`config.mk`:
```
export PLATFORM = sky130hd
export DESIGN_NAME = alpu_fpga_driver
export DESIGN_NICKNAME = d
export VERILOG_FILES = /design/src/rtl/alpu_fpga_pkg.sv /design/src/rtl/input_debounce.sv /design/src/rtl/alpu_fpga_driver.sv
export SDC_FILE = /design/constraint.sdc
export NUM_CORES = 1
export LEC_CHECK = 0
export CAP_MARGIN = 15
export CORE_MARGIN = 10
export CORE_UTILIZATION = 59
export DETAILED_ROUTE_END_ITERATION = 8
export PLACE_DENSITY = 0.78
export SLEW_MARGIN = 10
export SYNTH_ARGS = -nofsm -noshare
export SYNTH_HDL_FRONTEND = slang
export SYNTH_SLANG_ARGS = --single-unit
```
`constraint.sdc`:
```
create_clock -name clk -period 2.45 [get_ports clk]
set_input_delay 0.6125 -clock clk [delete_from_list [all_inputs] [get_ports clk]]
set_output_delay 0.6125 -clock clk [all_outputs]
set_load 0.02 [all_outputs]
```
`src/rtl/alpu_fpga_pkg.sv`:
```
// rtl/alpu_fpga_pkg.sv - shared state type, button indices and step codes for the ALPU board driver
package alpu_fpga_pkg;

  typedef enum logic [2:0] {
    ENTER_A,
    ENTER_B,
    ENTER_OP,
    ISSUE,
    WAIT,
    SHOW
  } drv_state_t;

  localparam int BTN_CONFIRM = 0;
  localparam int BTN_CIN     = 1;
  localparam int BTN_REISSUE = 2;
  localparam int BTN_ABORT   = 3;

  localparam logic [2:0] STEP_A  = 3'b001;
  localparam logic [2:0] STEP_B  = 3'b010;
  localparam logic [2:0] STEP_OP = 3'b100;

  function automatic logic is_entry(drv_state_t s);
    return (s == ENTER_A) || (s == ENTER_B) || (s == ENTER_OP);
  endfunction

  function automatic logic [2:0] step_code(drv_state_t s);
    case (s)
      ENTER_A:  return STEP_A;
      ENTER_B:  return STEP_B;
      ENTER_OP: return STEP_OP;
      default:  return 3'b000;
    endcase
  endfunction

endpackage

```
`src/rtl/input_debounce.sv`:
```
// rtl/input_debounce.sv - 2-flop synchroniser, level debouncer and rising-edge pulse for one button
module input_debounce #(
  parameter int DEBOUNCE_CYCLES = 250000
) (
  input  logic clk,
  input  logic reset_n,
  input  logic raw,
  output logic rise
);

  localparam int CW = $clog2(DEBOUNCE_CYCLES + 1);
  localparam logic [CW-1:0] CNT_LAST = CW'(DEBOUNCE_CYCLES - 1);

  logic [1:0]    sync;
  logic          level;
  logic [CW-1:0] cnt;

  // cnt tracks consecutive cycles where the synced input disagrees with the accepted level
  always_ff @(posedge clk or negedge reset_n) begin
    if (!reset_n) begin
      sync  <= 2'b00;
      level <= 1'b0;
      cnt   <= '0;
      rise  <= 1'b0;
    end else begin
      sync <= {sync[0], raw};
      rise <= 1'b0;
      if (sync[1] == level) begin
        cnt <= '0;
      end else if (cnt >= CNT_LAST) begin
        level <= sync[1];
        cnt   <= '0;
        rise  <= sync[1];
      end else begin
        cnt <= cnt + 1'b1;
      end
    end
  end

endmodule

```
`src/rtl/alpu_fpga_driver.sv`:
```
// rtl/alpu_fpga_driver.sv - board-side operand entry, issue and result display for an external ALPU
module alpu_fpga_driver
  import alpu_fpga_pkg::*;
#(
  parameter int REG_WIDTH       = 4,
  parameter int INSTR_WIDTH     = 4,
  parameter int DEBOUNCE_CYCLES = 250000,
  parameter int RESULT_LATENCY  = 1
) (
  input  logic                   clk,
  input  logic                   reset_n,
  input  logic [3:0]             sw,
  input  logic [3:0]             btn,
  output logic [3:0]             led,
  output logic [2:0]             led6,
  output logic [INSTR_WIDTH-1:0] instr_o,
  output logic [REG_WIDTH-1:0]   a_o,
  output logic [REG_WIDTH-1:0]   b_o,
  output logic                   cin_o,
  output logic                   issue_o,
  input  logic [REG_WIDTH-1:0]   out_i,
  input  logic                   cout_i
);

  localparam int WCW = (RESULT_LATENCY > 1) ? $clog2(RESULT_LATENCY) : 1;
  localparam logic [WCW-1:0] WAIT_LAST = WCW'((RESULT_LATENCY > 0) ? RESULT_LATENCY - 1 : 0);

  logic [3:0] sw_m, sw_s;
  logic [3:0] ev;

  drv_state_t             state, state_d;
  logic [REG_WIDTH-1:0]   a_d, b_d;
  logic [INSTR_WIDTH-1:0] instr_d;
  logic                   cin_d;
  logic [3:0]             res_q, res_d;
  logic                   cout_q, cout_d;
  logic [WCW-1:0]         wcnt, wcnt_d;
  logic [3:0]             led_d;
  logic [2:0]             led6_d;

  always_ff @(posedge clk or negedge reset_n) begin
    if (!reset_n) begin
      sw_m <= 4'h0;
      sw_s <= 4'h0;
    end else begin
      sw_m <= sw;
      sw_s <= sw_m;
    end
  end

  for (genvar g = 0; g < 4; g++) begin : g_btn
    input_debounce #(.DEBOUNCE_CYCLES(DEBOUNCE_CYCLES)) u_db (
      .clk     (clk),
      .reset_n (reset_n),
      .raw     (btn[g]),
      .rise    (ev[g])
    );
  end

  wire ev_abort   = ev[BTN_ABORT];
  wire ev_confirm = ev[BTN_CONFIRM];
  wire ev_reissue = ev[BTN_REISSUE];
  wire ev_cin     = ev[BTN_CIN];

  assign issue_o = (state == ISSUE);

  always_comb begin
    state_d = state;
    a_d     = a_o;
    b_d     = b_o;
    instr_d = instr_o;
    cin_d   = cin_o;
    res_d   = res_q;
    cout_d  = cout_q;
    wcnt_d  = wcnt;
    led_d   = 4'h0;
    led6_d  = 3'b000;

    case (state)
      ENTER_A:  if (ev_confirm) begin a_d = REG_WIDTH'(sw_s); state_d = ENTER_B; end
      ENTER_B:  if (ev_confirm) begin b_d = REG_WIDTH'(sw_s); state_d = ENTER_OP; end
      ENTER_OP: if (ev_confirm) begin instr_d = INSTR_WIDTH'(sw_s); state_d = ISSUE; end
      ISSUE: begin
        wcnt_d = '0;
        if (RESULT_LATENCY == 0) begin
          res_d   = out_i[3:0];
          cout_d  = cout_i;
          state_d = SHOW;
        end else begin
          state_d = WAIT;
        end
      end
      WAIT: begin
        if (wcnt == WAIT_LAST) begin
          res_d   = out_i[3:0];
          cout_d  = cout_i;
          state_d = SHOW;
        end else begin
          wcnt_d = wcnt + 1'b1;
        end
      end
      SHOW: begin
        if (ev_confirm)      state_d = ENTER_A;
        else if (ev_reissue) state_d = ISSUE;
      end
      default: state_d = ENTER_A;
    endcase

    // toggle-cin is the lowest priority event and is lost if anything else fires
    if (ev_cin && !ev_confirm && !ev_reissue && !ev_abort && is_entry(state))
      cin_d = ~cin_o;

    if (ev_abort) begin
      state_d = ENTER_A;
      a_d     = '0;
      b_d     = '0;
      instr_d = '0;
      cin_d   = 1'b0;
    end

    if (is_entry(state_d)) begin
      led_d  = sw_s;
      led6_d = step_code(state_d);
    end else if (state_d == SHOW) begin
      led_d  = res_d;
      led6_d = {2'b00, cout_d};
    end
  end

  always_ff @(posedge clk or negedge reset_n) begin
    if (!reset_n) begin
      state   <= ENTER_A;
      a_o     <= '0;
      b_o     <= '0;
      instr_o <= '0;
      cin_o   <= 1'b0;
      res_q   <= 4'h0;
      cout_q  <= 1'b0;
      wcnt    <= '0;
      led     <= 4'h0;
      led6    <= 3'b000;
    end else begin
      state   <= state_d;
      a_o     <= a_d;
      b_o     <= b_d;
      instr_o <= instr_d;
      cin_o   <= cin_d;
      res_q   <= res_d;
      cout_q  <= cout_d;
      wcnt    <= wcnt_d;
      led     <= led_d;
      led6    <= led6_d;
    end
  end

endmodule

```
==> run summary <==
The final cycle utilization of the critical path came out at 90.9%. The final estimated routing congestion in global placement was 0.808; the standby leakage power was 0.00298 µW. The final critical-path required period was 2230 ps. The worst min-delay path category is in2async. The number of max-slew violations in the final report is 0, and the internal reg-to-reg setup slack is 360 ps.

In the final timing run, aggregate negative setup slack is 0 ps. The gate count of the mapped netlist is 498, and the worst relative slew slack is 48.3%. For this run, the top clock speed supported by timing is 449 MHz.

The logs give 0.00543 mm² for the post-synthesis instance area and 57.2% for the sequential fraction of the synthesis area. Buffers inserted to repair hold after CTS numbered 0. The area growth from synthesis to layout is 20.5%.

The clock passes through at most 2 buffers. The root buffer cell chosen for the clock tree is sky130_fd_sc_hd__clkbuf_8. The Yosys step of the flow raised 0 warnings.

Of all flip-flops after synthesis, the portion carrying an async set or reset was 100%. In this run the critical register-to-register path is launched from g_btn[1].u_db.cnt[0]$_DFF_PN0_. The number of inserted diodes is 0, and the half-perimeter wire length after detailed placement is 6.92 mm. The tools report the via count of the first global-routing pass as 3845. Wires add up to 10.6 mm. The tools report the global routing usage summed across all routing layers as 17.2%. Between clock sinks in the finished design, the worst skew comes to 8.08 ps. The tools report the detailed-routing iteration count for the pre-antenna-repair pass as 4. The required time at the worst-slack endpoint was 1840 ps; the die span in y was 116 µm.

The tightest hold margin is 59.5 ps, and the insertion delay to the later sink of the worst-skew pair is 520 ps. The clock sink count was 124. Leaving out fill and tap cells, the most frequent cells in the layout are sky130_fd_sc_hd__dfrtp_1, sky130_fd_sc_hd__nor2_1, sky130_fd_sc_hd__xor2_1. The library cell used most frequently in the layout, excluding fill and tap cells, is sky130_fd_sc_hd__dfrtp_1. Of the cells placed in the final design, the portion with a size suffix greater than 1 is 9.86%. For the pin count of the biggest net entering global routing, the log shows 55. For the pin with the worst max-slew slack, the measured transition is 770 ps. For the worst endpoint data arrival time, the log shows 1610 ps. The chip width is 116 µm, and the post-CTS repair timing setup buffer count is 0. Total number of vias: 3750.

The count of cells along the worst register-to-register path works out to 6. The tools report the kind of start point of the critical path as a flip-flop. For this run, the leading register cell type out of synthesis is sky130_fd_sc_hd__dfrtp_1. Using the TritonRoute via totals, the vias-per-cell ratio works out to 5.63. Category of the most critical setup path: reg2out. The wire length per cell after detailed routing came out at 15.9 µm.

Averaged over all synthesized cells, the footprint is 10.9 µm². The run gives 517 as the synthesized netlist net count. Clock-pin slew was measured on the worst setup and hold paths at 60 ps.

After the last flow step, the layout net total stands at 564. Setup repair after global routing left no endpoint under its margin. The run gives 36 as the total I/O pin count. The run gives 0 as the number of DRC violations after detailed routing. The placeable core area was 0.00885 mm².

The residual antenna-violating net count after detailed routing is 0. In this run the worst path has a maximum fanout of 13. After layout, the design draws a total of 4860 µW.

The worst supply voltage drop on vdd was 0.512 mV; the quantity of gates resized following cts was 1. The total overflow left after global routing is 0. The final hold violation count is 0.

STA classifies the critical path endpoint as an output port. The first global-routing pass estimated 18.5 mm of wire. The die covers 0.0134 mm². TritonCTS built the clock tree.

Number of antenna violations at the first check in global routing: 0. Utilization after layout: 73.9%. The count of final setup violators came out at 0.

The max-cap violation count is 0. During placement, the flow inserted port buffers numbering 35. The power density of the placed cells was 744 mW/mm². The tools report the reg-to-reg critical path endpoint as g_btn[1].u_db.level$_DFFE_PN0P_. Counting flops with a built-in enable in the synthesized netlist gives 0. The number of buffers created by CTS came out at 17. The first routing iteration left 263 violations. The flow ran to the end, and the final reports show no timing, DRC or antenna violations. Synthesis inferred 124 register bits. After synthesis, the netlist uses 45 different library cells. The count of standard-cell rows was 34; the starting density of the core was 61.3%. CTS built an H-tree with a depth of 4.
power by group:
group	total, µW	internal (µW)	switching [µW]
Sequential	2110	2080	27.1
Combinational	136	53.5	82.8
Clock	2620	1710	907
worst max-delay path: stages (launching register included):
cell and delay, ps:
sky130_fd_sc_hd__dfrtp_1 510, sky130_fd_sc_hd__nor2_1 220, sky130_fd_sc_hd__dlygate4sd2_1 360
synthesized netlist by cell type, drive strengths merged, types with 4 or more instances:
| library cell | count | area share [%] |
|---|---|---|
| a21o | 4 | 0.55 |
| a21oi | 6 | 0.55 |
| and3 | 23 | 2.7 |
| and4 | 6 | 0.97 |
| buf | 8 | 0.83 |
| dfrtp | 124 | 57 |
| ha | 4 | 0.92 |
| inv | 9 | 0.62 |
| mux2 | 4 | 0.83 |
| mux2i | 18 | 3.3 |
| nand2 | 35 | 2.7 |
| nand3 | 27 | 2.5 |
| nand4 | 10 | 1.3 |
| nor2 | 101 | 7.0 |
| nor3b | 7 | 1.2 |
| nor4 | 5 | 0.58 |
| nor4b | 4 | 1.2 |
| o21ai | 9 | 0.83 |
| o41ai | 4 | 0.65 |
| xnor2 | 24 | 3.9 |
| xor2 | 42 | 6.8 |
through the flow:
stage	instance area (µm²)	std cells	setup WS, ps
global placement	5910	634	503
floorplan	5430	498	574
CTS	6540	666	199
global route	6540	666	129
finish	6540	666	223
detailed placement	5910	634	402
state kept, by name, indices dropped and copies added, names as in the netlist:
register	cells
sw_s	4
g_btn.u_db.sync	8
b_o	4
a_o	4
state	3
g_btn.u_db.cnt	72
sw_m	4
led6	3
cout_q	1
instr_o	4
led	4
g_btn.u_db.rise	4
g_btn.u_db.level	4
res_q	4
cin_o	1
per-layer routing:
layer | vias up | routed length [µm] | track usage, %
li1 | 1791 | - | -
met1 | 1874 | 4480 | 20.3
met2 | 69 | 5480 | 29.0
met3 | 16 | 431 | 4.65
met4 | 0 | 174 | 7.01
met5 | - | 0 | 0
worst max-delay path by stage:
stage | start | end | slack (ps) | cells past startpoint
2_1_floorplan | g_btn[2].u_db.cnt[0]$_DFF_PN0_ | g_btn[2].u_db.level$_DFFE_PN0P_ | 570 | 6
3_3_place_gp | g_btn[1].u_db.cnt[0]$_DFF_PN0_ | g_btn[1].u_db.level$_DFFE_PN0P_ | 500 | 6
3_5_place_dp | g_btn[1].u_db.cnt[0]$_DFF_PN0_ | g_btn[1].u_db.level$_DFFE_PN0P_ | 400 | 6
4_1_cts | state[2]$_DFF_PN0_ | issue_o | 200 | 2
5_1_grt | state[2]$_DFF_PN0_ | issue_o | 130 | 2
6_report | state[2]$_DFF_PN0_ | issue_o | 220 | 2
layout make-up:
| cell class | count | area (µm²) |
|---|---|---|
| fill | 605 | 2310 |
| tap | 108 | 135 |
| clock inverter | 13 | 189 |
| sequential | 124 | 3100 |
| timing repair buffer | 39 | 402 |
| inverter | 9 | 33.8 |
| multi-input combinational | 354 | 2230 |
| clock buffer | 19 | 442 |
kinds of logic after synthesis:
logic type | after synthesis | share of synthesized area [%]
DFF | 124 | 57.2
xor gates and xnor gates | 66 | 10.6
AOI/OAI and AO/OA | 34 | 4.15
muxes | 22 | 4.15
and+or+nand+nor | 228 | 21.3
buffers and inverters | 20 | 1.66
adders and majority gates | 4 | 0.922
Power figures use the tool's default switching activity.
